--- config.mk ---
export PLATFORM = sky130hd
export DESIGN_NAME = stepper_ramp_driver_flat
export DESIGN_NICKNAME = d
export VERILOG_FILES = /design/src/rtl/stepper_pkg.sv /design/src/rtl/stepper_ramp_driver_if.sv /design/src/rtl/stepper_ramp_driver_step_timer.sv /design/src/rtl/stepper_ramp_driver.sv /design/src/flat_wrapper.sv
export SDC_FILE = /design/constraint.sdc
export NUM_CORES = 1
export LEC_CHECK = 0
export CORE_AREA = 2 2 170 256
export CTS_CLUSTER_DIAMETER = 60
export DETAILED_ROUTE_END_ITERATION = 6
export DIE_AREA = 0 0 172 258
export DONT_BUFFER_PORTS = 1
export PLACE_DENSITY_LB_ADDON = 0.05
export SLEW_MARGIN = 20
export SYNTH_ARGS = -nofsm -noshare
export SYNTH_HDL_FRONTEND = slang
export SYNTH_HIERARCHICAL = 1
export SYNTH_SLANG_ARGS = --single-unit
--- constraint.sdc ---
create_clock -name clk_clk -period 7.1 [get_ports clk_clk]
set_clock_uncertainty 0.1 [all_clocks]
set_input_delay 1.42 -clock clk_clk [delete_from_list [all_inputs] [get_ports clk_clk]]
set_output_delay 1.42 -clock clk_clk [all_outputs]
set_load 0.03 [all_outputs]
--- src/rtl/stepper_pkg.sv ---
// Shared definitions for the stepper ramp driver: step-mode encodings,
// the 8-entry coil phase table, the profile state type and small index helpers.
package stepper_pkg;

    localparam logic [1:0] MODE_WAVE = 2'b00;
    localparam logic [1:0] MODE_FULL = 2'b01;
    localparam logic [1:0] MODE_HALF = 2'b10;

    // Coil patterns (A,B,C,D) by phase index; element [0] is 1000.
    localparam logic [7:0][3:0] PHASE_PATTERN = {
        4'b1001, 4'b0001, 4'b0011, 4'b0010,
        4'b0110, 4'b0100, 4'b1100, 4'b1000
    };

    typedef enum logic [1:0] {
        ST_IDLE   = 2'd0,
        ST_ACCEL  = 2'd1,
        ST_CRUISE = 2'd2,
        ST_DECEL  = 2'd3
    } state_e;

    // Half mode walks every entry; wave and full skip alternate entries.
    function automatic logic [2:0] index_stride(input logic [1:0] mode);
        logic [2:0] stride;
        stride = (mode == MODE_HALF) ? 3'd1 : 3'd2;
        return stride;
    endfunction

    // Wave uses even entries, full (and the unused 11 code) uses odd ones.
    function automatic logic [2:0] align_index(input logic [2:0] idx, input logic [1:0] mode);
        logic [2:0] aligned;
        logic       need_odd;
        aligned  = idx;
        need_odd = (mode != MODE_WAVE);
        if ((mode != MODE_HALF) && (idx[0] != need_odd)) begin
            aligned = idx + 3'd1;
        end
        return aligned;
    endfunction

endpackage

--- src/rtl/stepper_ramp_driver_if.sv ---
// Command / status bundle between the PIO command registers and the stepper driver.
//   cmd_start, cmd_stop : single-cycle command pulses
//   cmd_dir, cmd_mode   : direction (1 = forward) and step mode
//   cmd_steps           : step count of the move
//   cmd_period_start/min, cmd_accel : trapezoidal profile settings (clk cycles)
//   coil_out, busy, done, position, steps_left : driver status and coil drive
interface stepper_ramp_driver_if #(
    parameter int PER_W  = 24,
    parameter int STEP_W = 16,
    parameter int POS_W  = 32
);
    logic                     cmd_start;
    logic                     cmd_stop;
    logic                     cmd_dir;
    logic [1:0]               cmd_mode;
    logic [STEP_W-1:0]        cmd_steps;
    logic [PER_W-1:0]         cmd_period_start;
    logic [PER_W-1:0]         cmd_period_min;
    logic [PER_W-1:0]         cmd_accel;
    logic [3:0]               coil_out;
    logic                     busy;
    logic                     done;
    logic signed [POS_W-1:0]  position;
    logic [STEP_W-1:0]        steps_left;

    modport master (
        output cmd_start, cmd_stop, cmd_dir, cmd_mode, cmd_steps,
               cmd_period_start, cmd_period_min, cmd_accel,
        input  coil_out, busy, done, position, steps_left
    );

    modport slave (
        input  cmd_start, cmd_stop, cmd_dir, cmd_mode, cmd_steps,
               cmd_period_start, cmd_period_min, cmd_accel,
        output coil_out, busy, done, position, steps_left
    );
endinterface

--- src/rtl/stepper_ramp_driver_step_timer.sv ---
// Step interval timer: counts clock cycles and fires step_event on the cycle
// where the count reaches period-1, then restarts from zero.
//   clk, rst   : clock, asynchronous active-high reset
//   clear      : restart the count (move start)
//   enable     : count while a move is active
//   period     : current step period in cycles (never 0)
//   step_event : one-cycle step strobe
module step_timer #(
    parameter int PER_W = 24
) (
    input  logic             clk,
    input  logic             rst,
    input  logic             clear,
    input  logic             enable,
    input  logic [PER_W-1:0] period,
    output logic             step_event
);
    localparam logic [PER_W-1:0] PER_ONE = PER_W'(1);

    logic [PER_W-1:0] timer_q, timer_d;

    assign step_event = enable && (timer_q == (period - PER_ONE));

    always_comb begin
        timer_d = timer_q;
        if (clear) begin
            timer_d = '0;
        end else if (enable) begin
            timer_d = step_event ? '0 : timer_q + PER_ONE;
        end
    end

    always_ff @(posedge clk or posedge rst) begin
        if (rst) begin
            timer_q <= '0;
        end else begin
            timer_q <= timer_d;
        end
    end
endmodule

--- src/rtl/stepper_ramp_driver.sv ---
// Step/direction generator with trapezoidal speed profile for 4-wire stepper coils.
//   clk_clk, reset_reset : clock, asynchronous active-high reset
//   bus (slave)          : commands in, coil pattern / busy / done / position / steps_left out
//
// state     | meaning
// ----------+------------------------------------------------------------
// ST_IDLE   | no move; accepts cmd_start
// ST_ACCEL  | period shrinks by accel per step down to period_min
// ST_CRUISE | stepping at period_min
// ST_DECEL  | period grows by accel per step back toward period_start
module stepper_ramp_driver
    import stepper_pkg::*;
#(
    parameter int PER_W   = 24,
    parameter int STEP_W  = 16,
    parameter int POS_W   = 32,
    parameter bit HOLD_EN = 1'b1
) (
    input  logic                 clk_clk,
    input  logic                 reset_reset,
    stepper_ramp_driver_if.slave bus
);
    localparam logic [PER_W-1:0]  PER_ONE  = PER_W'(1);
    localparam logic [STEP_W-1:0] STEP_ONE = STEP_W'(1);
    localparam logic [POS_W-1:0]  POS_ONE  = POS_W'(1);

    state_e            state_q, state_d;
    logic              dir_q, dir_d;
    logic [1:0]        mode_q, mode_d;
    logic [PER_W-1:0]  per_start_q, per_start_d;
    logic [PER_W-1:0]  per_min_q, per_min_d;
    logic [PER_W-1:0]  accel_q, accel_d;
    logic [PER_W-1:0]  cur_period_q, cur_period_d;
    logic [STEP_W-1:0] ramp_q, ramp_d;
    logic [STEP_W-1:0] left_q, left_d;
    logic [POS_W-1:0]  pos_q, pos_d;
    logic [2:0]        idx_q, idx_d;
    logic [3:0]        coil_q, coil_d;
    logic              done_q, done_d;

    logic              busy_w;
    logic              start_accept;
    logic              step_event;
    logic [PER_W-1:0]  ps_eff, pm_clip, pm_eff;
    logic [PER_W-1:0]  per_up, per_down;
    logic [STEP_W-1:0] left_dec;
    logic [STEP_W-1:0] stop_cap;
    logic [2:0]        idx_next;

    assign busy_w       = (state_q != ST_IDLE);
    assign start_accept = (state_q == ST_IDLE) && bus.cmd_start;

    // A zero period would never fire the timer, so both periods are floored at 1
    // and the cruise period may not be slower than the start period.
    assign ps_eff  = (bus.cmd_period_start == '0) ? PER_ONE : bus.cmd_period_start;
    assign pm_clip = (bus.cmd_period_min > ps_eff) ? ps_eff : bus.cmd_period_min;
    assign pm_eff  = (pm_clip == '0) ? PER_ONE : pm_clip;

    // cur_period always lies within [per_min, per_start], so the differences
    // below cannot underflow and the saturating compares avoid overflow.
    assign per_up   = (accel_q >= (per_start_q - cur_period_q)) ? per_start_q
                                                               : cur_period_q + accel_q;
    assign per_down = (accel_q >= (cur_period_q - per_min_q)) ? per_min_q
                                                             : cur_period_q - accel_q;

    assign left_dec = left_q - STEP_ONE;
    assign idx_next = dir_q ? (idx_q + index_stride(mode_q)) : (idx_q - index_stride(mode_q));

    step_timer #(.PER_W(PER_W)) u_step_timer (
        .clk        (clk_clk),
        .rst        (reset_reset),
        .clear      (start_accept),
        .enable     (busy_w),
        .period     (cur_period_q),
        .step_event (step_event)
    );

    always_comb begin
        state_d      = state_q;
        dir_d        = dir_q;
        mode_d       = mode_q;
        per_start_d  = per_start_q;
        per_min_d    = per_min_q;
        accel_d      = accel_q;
        cur_period_d = cur_period_q;
        ramp_d       = ramp_q;
        left_d       = left_q;
        pos_d        = pos_q;
        idx_d        = idx_q;
        coil_d       = coil_q;
        done_d       = 1'b0;
        stop_cap     = '0;

        if (state_q == ST_IDLE) begin
            // cmd_stop is ignored here, so a coincident start simply wins.
            if (bus.cmd_start) begin
                dir_d        = bus.cmd_dir;
                mode_d       = bus.cmd_mode;
                per_start_d  = ps_eff;
                per_min_d    = pm_eff;
                accel_d      = bus.cmd_accel;
                cur_period_d = ps_eff;
                ramp_d       = '0;
                left_d       = bus.cmd_steps;
                idx_d        = align_index(idx_q, bus.cmd_mode);
                if (bus.cmd_steps == '0) begin
                    done_d = 1'b1;
                end else if ((bus.cmd_accel == '0) || (ps_eff == pm_eff)) begin
                    state_d = ST_CRUISE;
                end else begin
                    state_d = ST_ACCEL;
                end
            end
        end else begin
            if (step_event) begin
                idx_d  = idx_next;
                coil_d = PHASE_PATTERN[idx_next];
                pos_d  = dir_q ? (pos_q + POS_ONE) : (pos_q - POS_ONE);
                left_d = left_dec;
                if (left_dec == '0) begin
                    state_d = ST_IDLE;
                    done_d  = 1'b1;
                    if (!HOLD_EN) begin
                        coil_d = 4'b0000;
                    end
                end else if ((state_q != ST_DECEL) && (left_dec <= ramp_q)) begin
                    // Remaining distance only covers the ramp back down; the
                    // entry step already slows so the profile is symmetric.
                    state_d      = ST_DECEL;
                    cur_period_d = per_up;
                end else if (state_q == ST_ACCEL) begin
                    cur_period_d = per_down;
                    ramp_d       = ramp_q + STEP_ONE;
                    if (per_down == per_min_q) begin
                        state_d = ST_CRUISE;
                    end
                end else if (state_q == ST_DECEL) begin
                    cur_period_d = per_up;
                end
            end

            // A ramped stop keeps enough steps to retrace the ramp; with no ramp
            // the step already in progress is allowed to finish.
            if (bus.cmd_stop && (left_d != '0)) begin
                stop_cap = (ramp_d == '0) ? STEP_ONE : ramp_d;
                if (left_d > stop_cap) begin
                    left_d = stop_cap;
                end
                state_d = ST_DECEL;
            end
        end
    end

    always_ff @(posedge clk_clk or posedge reset_reset) begin
        if (reset_reset) begin
            state_q      <= ST_IDLE;
            dir_q        <= 1'b0;
            mode_q       <= 2'b00;
            per_start_q  <= '0;
            per_min_q    <= '0;
            accel_q      <= '0;
            cur_period_q <= '0;
            ramp_q       <= '0;
            left_q       <= '0;
            pos_q        <= '0;
            idx_q        <= 3'd0;
            coil_q       <= 4'b0000;
            done_q       <= 1'b0;
        end else begin
            state_q      <= state_d;
            dir_q        <= dir_d;
            mode_q       <= mode_d;
            per_start_q  <= per_start_d;
            per_min_q    <= per_min_d;
            accel_q      <= accel_d;
            cur_period_q <= cur_period_d;
            ramp_q       <= ramp_d;
            left_q       <= left_d;
            pos_q        <= pos_d;
            idx_q        <= idx_d;
            coil_q       <= coil_d;
            done_q       <= done_d;
        end
    end

    assign bus.coil_out   = coil_q;
    assign bus.busy       = busy_w;
    assign bus.done       = done_q;
    assign bus.position   = pos_q;
    assign bus.steps_left = left_q;
endmodule

--- src/flat_wrapper.sv ---
// flat-port wrapper written by rule: the top's interface ports become plain ports
module stepper_ramp_driver_flat import stepper_pkg::*;
#(
    parameter int PER_W   = 24,
    parameter int STEP_W  = 16,
    parameter int POS_W   = 32,
    parameter bit HOLD_EN = 1'b1
)
  (clk_clk, reset_reset, bus_cmd_start, bus_cmd_stop, bus_cmd_dir, bus_cmd_mode, bus_cmd_steps, bus_cmd_period_start, bus_cmd_period_min, bus_cmd_accel, bus_coil_out, bus_busy, bus_done, bus_position, bus_steps_left);
  stepper_ramp_driver_if #(.PER_W(PER_W), .STEP_W(STEP_W), .POS_W(POS_W)) bus_i ();
  input  logic clk_clk;
  input  logic reset_reset;
  input wire logic [$bits(bus_i.cmd_start)-1:0] bus_cmd_start;
  input wire logic [$bits(bus_i.cmd_stop)-1:0] bus_cmd_stop;
  input wire logic [$bits(bus_i.cmd_dir)-1:0] bus_cmd_dir;
  input wire logic [$bits(bus_i.cmd_mode)-1:0] bus_cmd_mode;
  input wire logic [$bits(bus_i.cmd_steps)-1:0] bus_cmd_steps;
  input wire logic [$bits(bus_i.cmd_period_start)-1:0] bus_cmd_period_start;
  input wire logic [$bits(bus_i.cmd_period_min)-1:0] bus_cmd_period_min;
  input wire logic [$bits(bus_i.cmd_accel)-1:0] bus_cmd_accel;
  output wire logic [$bits(bus_i.coil_out)-1:0] bus_coil_out;
  output wire logic [$bits(bus_i.busy)-1:0] bus_busy;
  output wire logic [$bits(bus_i.done)-1:0] bus_done;
  output wire logic [$bits(bus_i.position)-1:0] bus_position;
  output wire logic [$bits(bus_i.steps_left)-1:0] bus_steps_left;
  assign bus_i.cmd_start = bus_cmd_start;
  assign bus_i.cmd_stop = bus_cmd_stop;
  assign bus_i.cmd_dir = bus_cmd_dir;
  assign bus_i.cmd_mode = bus_cmd_mode;
  assign bus_i.cmd_steps = bus_cmd_steps;
  assign bus_i.cmd_period_start = bus_cmd_period_start;
  assign bus_i.cmd_period_min = bus_cmd_period_min;
  assign bus_i.cmd_accel = bus_cmd_accel;
  assign bus_coil_out = bus_i.coil_out;
  assign bus_busy = bus_i.busy;
  assign bus_done = bus_i.done;
  assign bus_position = bus_i.position;
  assign bus_steps_left = bus_i.steps_left;
  stepper_ramp_driver #(.PER_W(PER_W), .STEP_W(STEP_W), .POS_W(POS_W), .HOLD_EN(HOLD_EN)) u_core (.clk_clk(clk_clk), .reset_reset(reset_reset), .bus(bus_i));
endmodule
==> impl_metrics.csv <==
group,metric,value,unit
run_status,status,"completed",
setup_path,crit_slowest_cell,"a2111oi_0",
clock_tree,holdBufCountCts,0,
die,pin_count,149,
layout,synthToLayoutAreaGrowth,6.41,%
synthesis,synth_warnings,6,
timing,slew_headroom,27.0,%
power_and_ir_drop,peakVddDrop,0.000164,V
timing,setup_ws,0.443,ns
setup_path,crit_arrival,6.93,ns
synthesis,synth_cell_type_count,103,
detailed_routing,wl_met1,30000,um
detailed_routing,wire_per_inst,23.1,um
timing,rsz0062_at_grt,"false",
flow_run,max_cap_violations,0,
die,rows,93,
layout,nNetsFinal,2891,
global_route,grt_pass1_vias,19400,
synthesis,ys_ff_latch,197,
detailed_routing,dr_wl_met3,4360,um
global_route,antenna_found_initial,0,
setup_path,end_kind,"flop",
layout,layout-drive-gt1-share,7.82,%
die,die_y,258,um
clock_tree,cts_num_sinks,197,
clock_tree,cts.clk_slew.worst_paths,0.08,ns
global_route,grt_pass1_wl,112000,um
detailed_routing,dr.pass1.iters,5,
clock_tree,cts_max_level,4,
layout,n_antenna_cell,0,
timing,setup_violations,0,
detailed_routing,routed_wl,72500,um
clock_tree,cts.path.max_buffers,2,
timing,final.setup.tns,0,ns
detailed_routing,ant_nets,0,
power_and_ir_drop,p_leak,10.1,nW
synthesis,synth_edf_count,0,
synthesis,synth.area.top_cells,"dfrtp_1 (24%), ha_1 (14%), xnor2_1 (6.6%)",
die,die_w,172,um
detailed_routing,via_count,19500,
timing,fin_crit_sh,93.8,%
synthesis,synthCells,2584,
placed_design,routabilityCongestion,0.971,
setup_path,required,7.37,ns
synthesis,avgSynthCellArea,8.09,sq um
global_route,grt_overflow,0,
global_route,grt_max_degree,122,
synthesis,synth-async-reset-ratio,100,%
synthesis,synth_area,20900,sq um
clock_tree,cts_tree,"done",
timing,max_clock_freq,150,MHz
detailed_routing,route.met2.wl,35200,um
timing,layout_min_cycle_time,6.66,ns
die,start_util,49.3,%
die,dieArea,44400,sq um
power_and_ir_drop,powerDensity,101,nW/um^2
synthesis,synth_top_area_share,23.6,%
placed_design,pre_cts_slack,-0.0423,ns
clock_tree,clk_latency,0.48,ns
setup_path,cp_max_fo,20,
timing,drv_slew,0,
setup_path,crit_type,"reg -> reg",
clock_tree,numCtsBuffers,17,
clock_tree,post_cts_buffers,0,
global_route,grt_use_total,32.9,%
placed_design,portBuffers,0,
setup_path,max_stage_delay,0.77,ns
min_path,hp-class,"reg -> reg",
synthesis,ys_dominant_reg_cell,"dfrtp_1",
synthesis,yosysSeqAreaShare,23.6,%
timing,tightest_slew,1.08,ns
die,core,42400,sq um
synthesis,yosys.area.top_type,"dfrtp_1",
detailed_routing,drt_iter0_markers,1637,
detailed_routing,top_layer_used,"met4",
setup_path,critPathLaunchType,"flop",
clock_tree,clockRootBuffer,"clkbuf_16",
synthesis,syn-num-nets,2918,
timing,hold_viol_final,0,
power_and_ir_drop,power,2.26,mW
placed_design,dp_hpwl,57300,um
detailed_routing,drc,0,
detailed_routing,via_per_inst,6.22,
-- cells in the final DEF (no fill, tap or decap), types with 76 or more instances in the layout --
cell / count
dfrtp_1: 196
inv_1: 187
o21ai_0: 207
ha_1: 233
nor2_1: 149
nand3_1: 76
nand2_1: 239
xnor2_1: 158
a21oi_1: 159
xor2_1: 88
nor3_1: 76
-- per-stage QoR --
step | cells | area [sq um] | hold WS [ns] | utilization [%]
floorplan | 2584 | 20900 | 0.338 | -
global placement | 3108 | 21700 | 0.359 | 51.1
detailed placement | 3108 | 21700 | 0.373 | 51.1
CTS | 3140 | 22200 | 0.392 | 52.5
global route | 3140 | 22200 | 0.438 | 52.5
finish | 3140 | 22200 | 0.387 | 52.5
-- metal layers --
metal / track usage [%] / up-vias
met2: 56.4 / 702
li1: - / 9242
met3: 4.12 / 136
met4: 12.9 / 0
met5: 0 / -
met1: 41.6 / 9437
-- sequential cells by signal, indices dropped and copies added, names as in the netlist --
name                         count
u_core/per_start_q              24
u_core/accel_q                  24
u_core/ramp_q                   16
u_core/bus.steps_left           16
u_core/state_q                   2
u_core/dir_q                     1
u_core/u_step_timer/timer_q     24
u_core/cur_period_q             24
u_core/bus.position             32
u_core/bus.coil_out              4
u_core/idx_q                     3
u_core/bus.done                  1
u_core/per_min_q                24
u_core/mode_q                    2
-- report_power, final --
part	internal, mW	switching [mW]	total [mW]
sequential	1.12	0.0000000000000000840	1.12
clock	0.504	0.517	1.02
combinational	0.0402	0.0734	0.114
total	1.66	0.591	2.26
-- final timing paths --
check / slack [ns] / endpoint / cells after the start / from
max: 0.44 / u_core/cur_period_q[3] / 25 / u_core/cur_period_q[0]
max in group asynchronous: 4.85 / u_core/bus.position[5] / 2 / reset_reset
min in group asynchronous: 0.78 / u_core/accel_q[16] / 1 / reset_reset
min reg2reg: 0.39 / u_core/mode_q[1] / 2 / u_core/mode_q[1]
max reg2reg: 0.44 / u_core/cur_period_q[3] / 25 / u_core/cur_period_q[0]
min: 0.39 / u_core/mode_q[1] / 2 / u_core/mode_q[1]
-- Yosys cell counts, types with 43 or more instances --
cell      number
a21o_1        58
a21oi_1      159
clkbuf_1      78
dfrtp_1      197
ha_1         233
inv_1        190
nand2_1      241
nand3_1       76
nand4_1       43
nor2_1       152
nor3_1        76
nor4_1        46
o21ai_0      207
xnor2_1      158
xor2_1        88
-- worst max-delay path: cells and delay by family (launching register included) --
kind                     cells  cell delay (ns)
AO/OA/AOI/OAI               13             3.69
flip-flops                   1             0.58
buffers and inverters        5             0.77
adder cells (fa/ha/maj)      3             0.65
multiplexers                 2             0.35
AND/OR/NAND/NOR              2             0.37
-- repair_timing --
action,CTS,global route
endpoints found under the hold margin,0,0
endpoints found under the setup margin,2,10
resized for setup,1,2
-- kinds of logic (layout without fill, tap and decap cells) --
kind of cell,count (synthesis),in the layout,synth area share [%]
multiplexers,69,69,3.52
AO/OA/AOI/OAI,694,694,21.4
buffers and inverters,295,281,5.63
XOR/XNOR,248,248,10.5
flip-flops,197,197,23.6
AND/OR/NAND/NOR,842,842,20.9
adder cells (fa/ha/maj),239,239,14.5
-- cell type report --
| type | count | area (sq um) |
|---|---|---|
| fill | 4264 | 20100 |
| multi-input combinational | 2092 | 14800 |
| sequential | 197 | 4930 |
| inverter | 190 | 722 |
| tap | 570 | 713 |
| timing repair buffer | 59 | 455 |
| clock buffer | 18 | 439 |
| clock inverter | 14 | 144 |
Note: power is estimated with default switching activity, not from simulation.
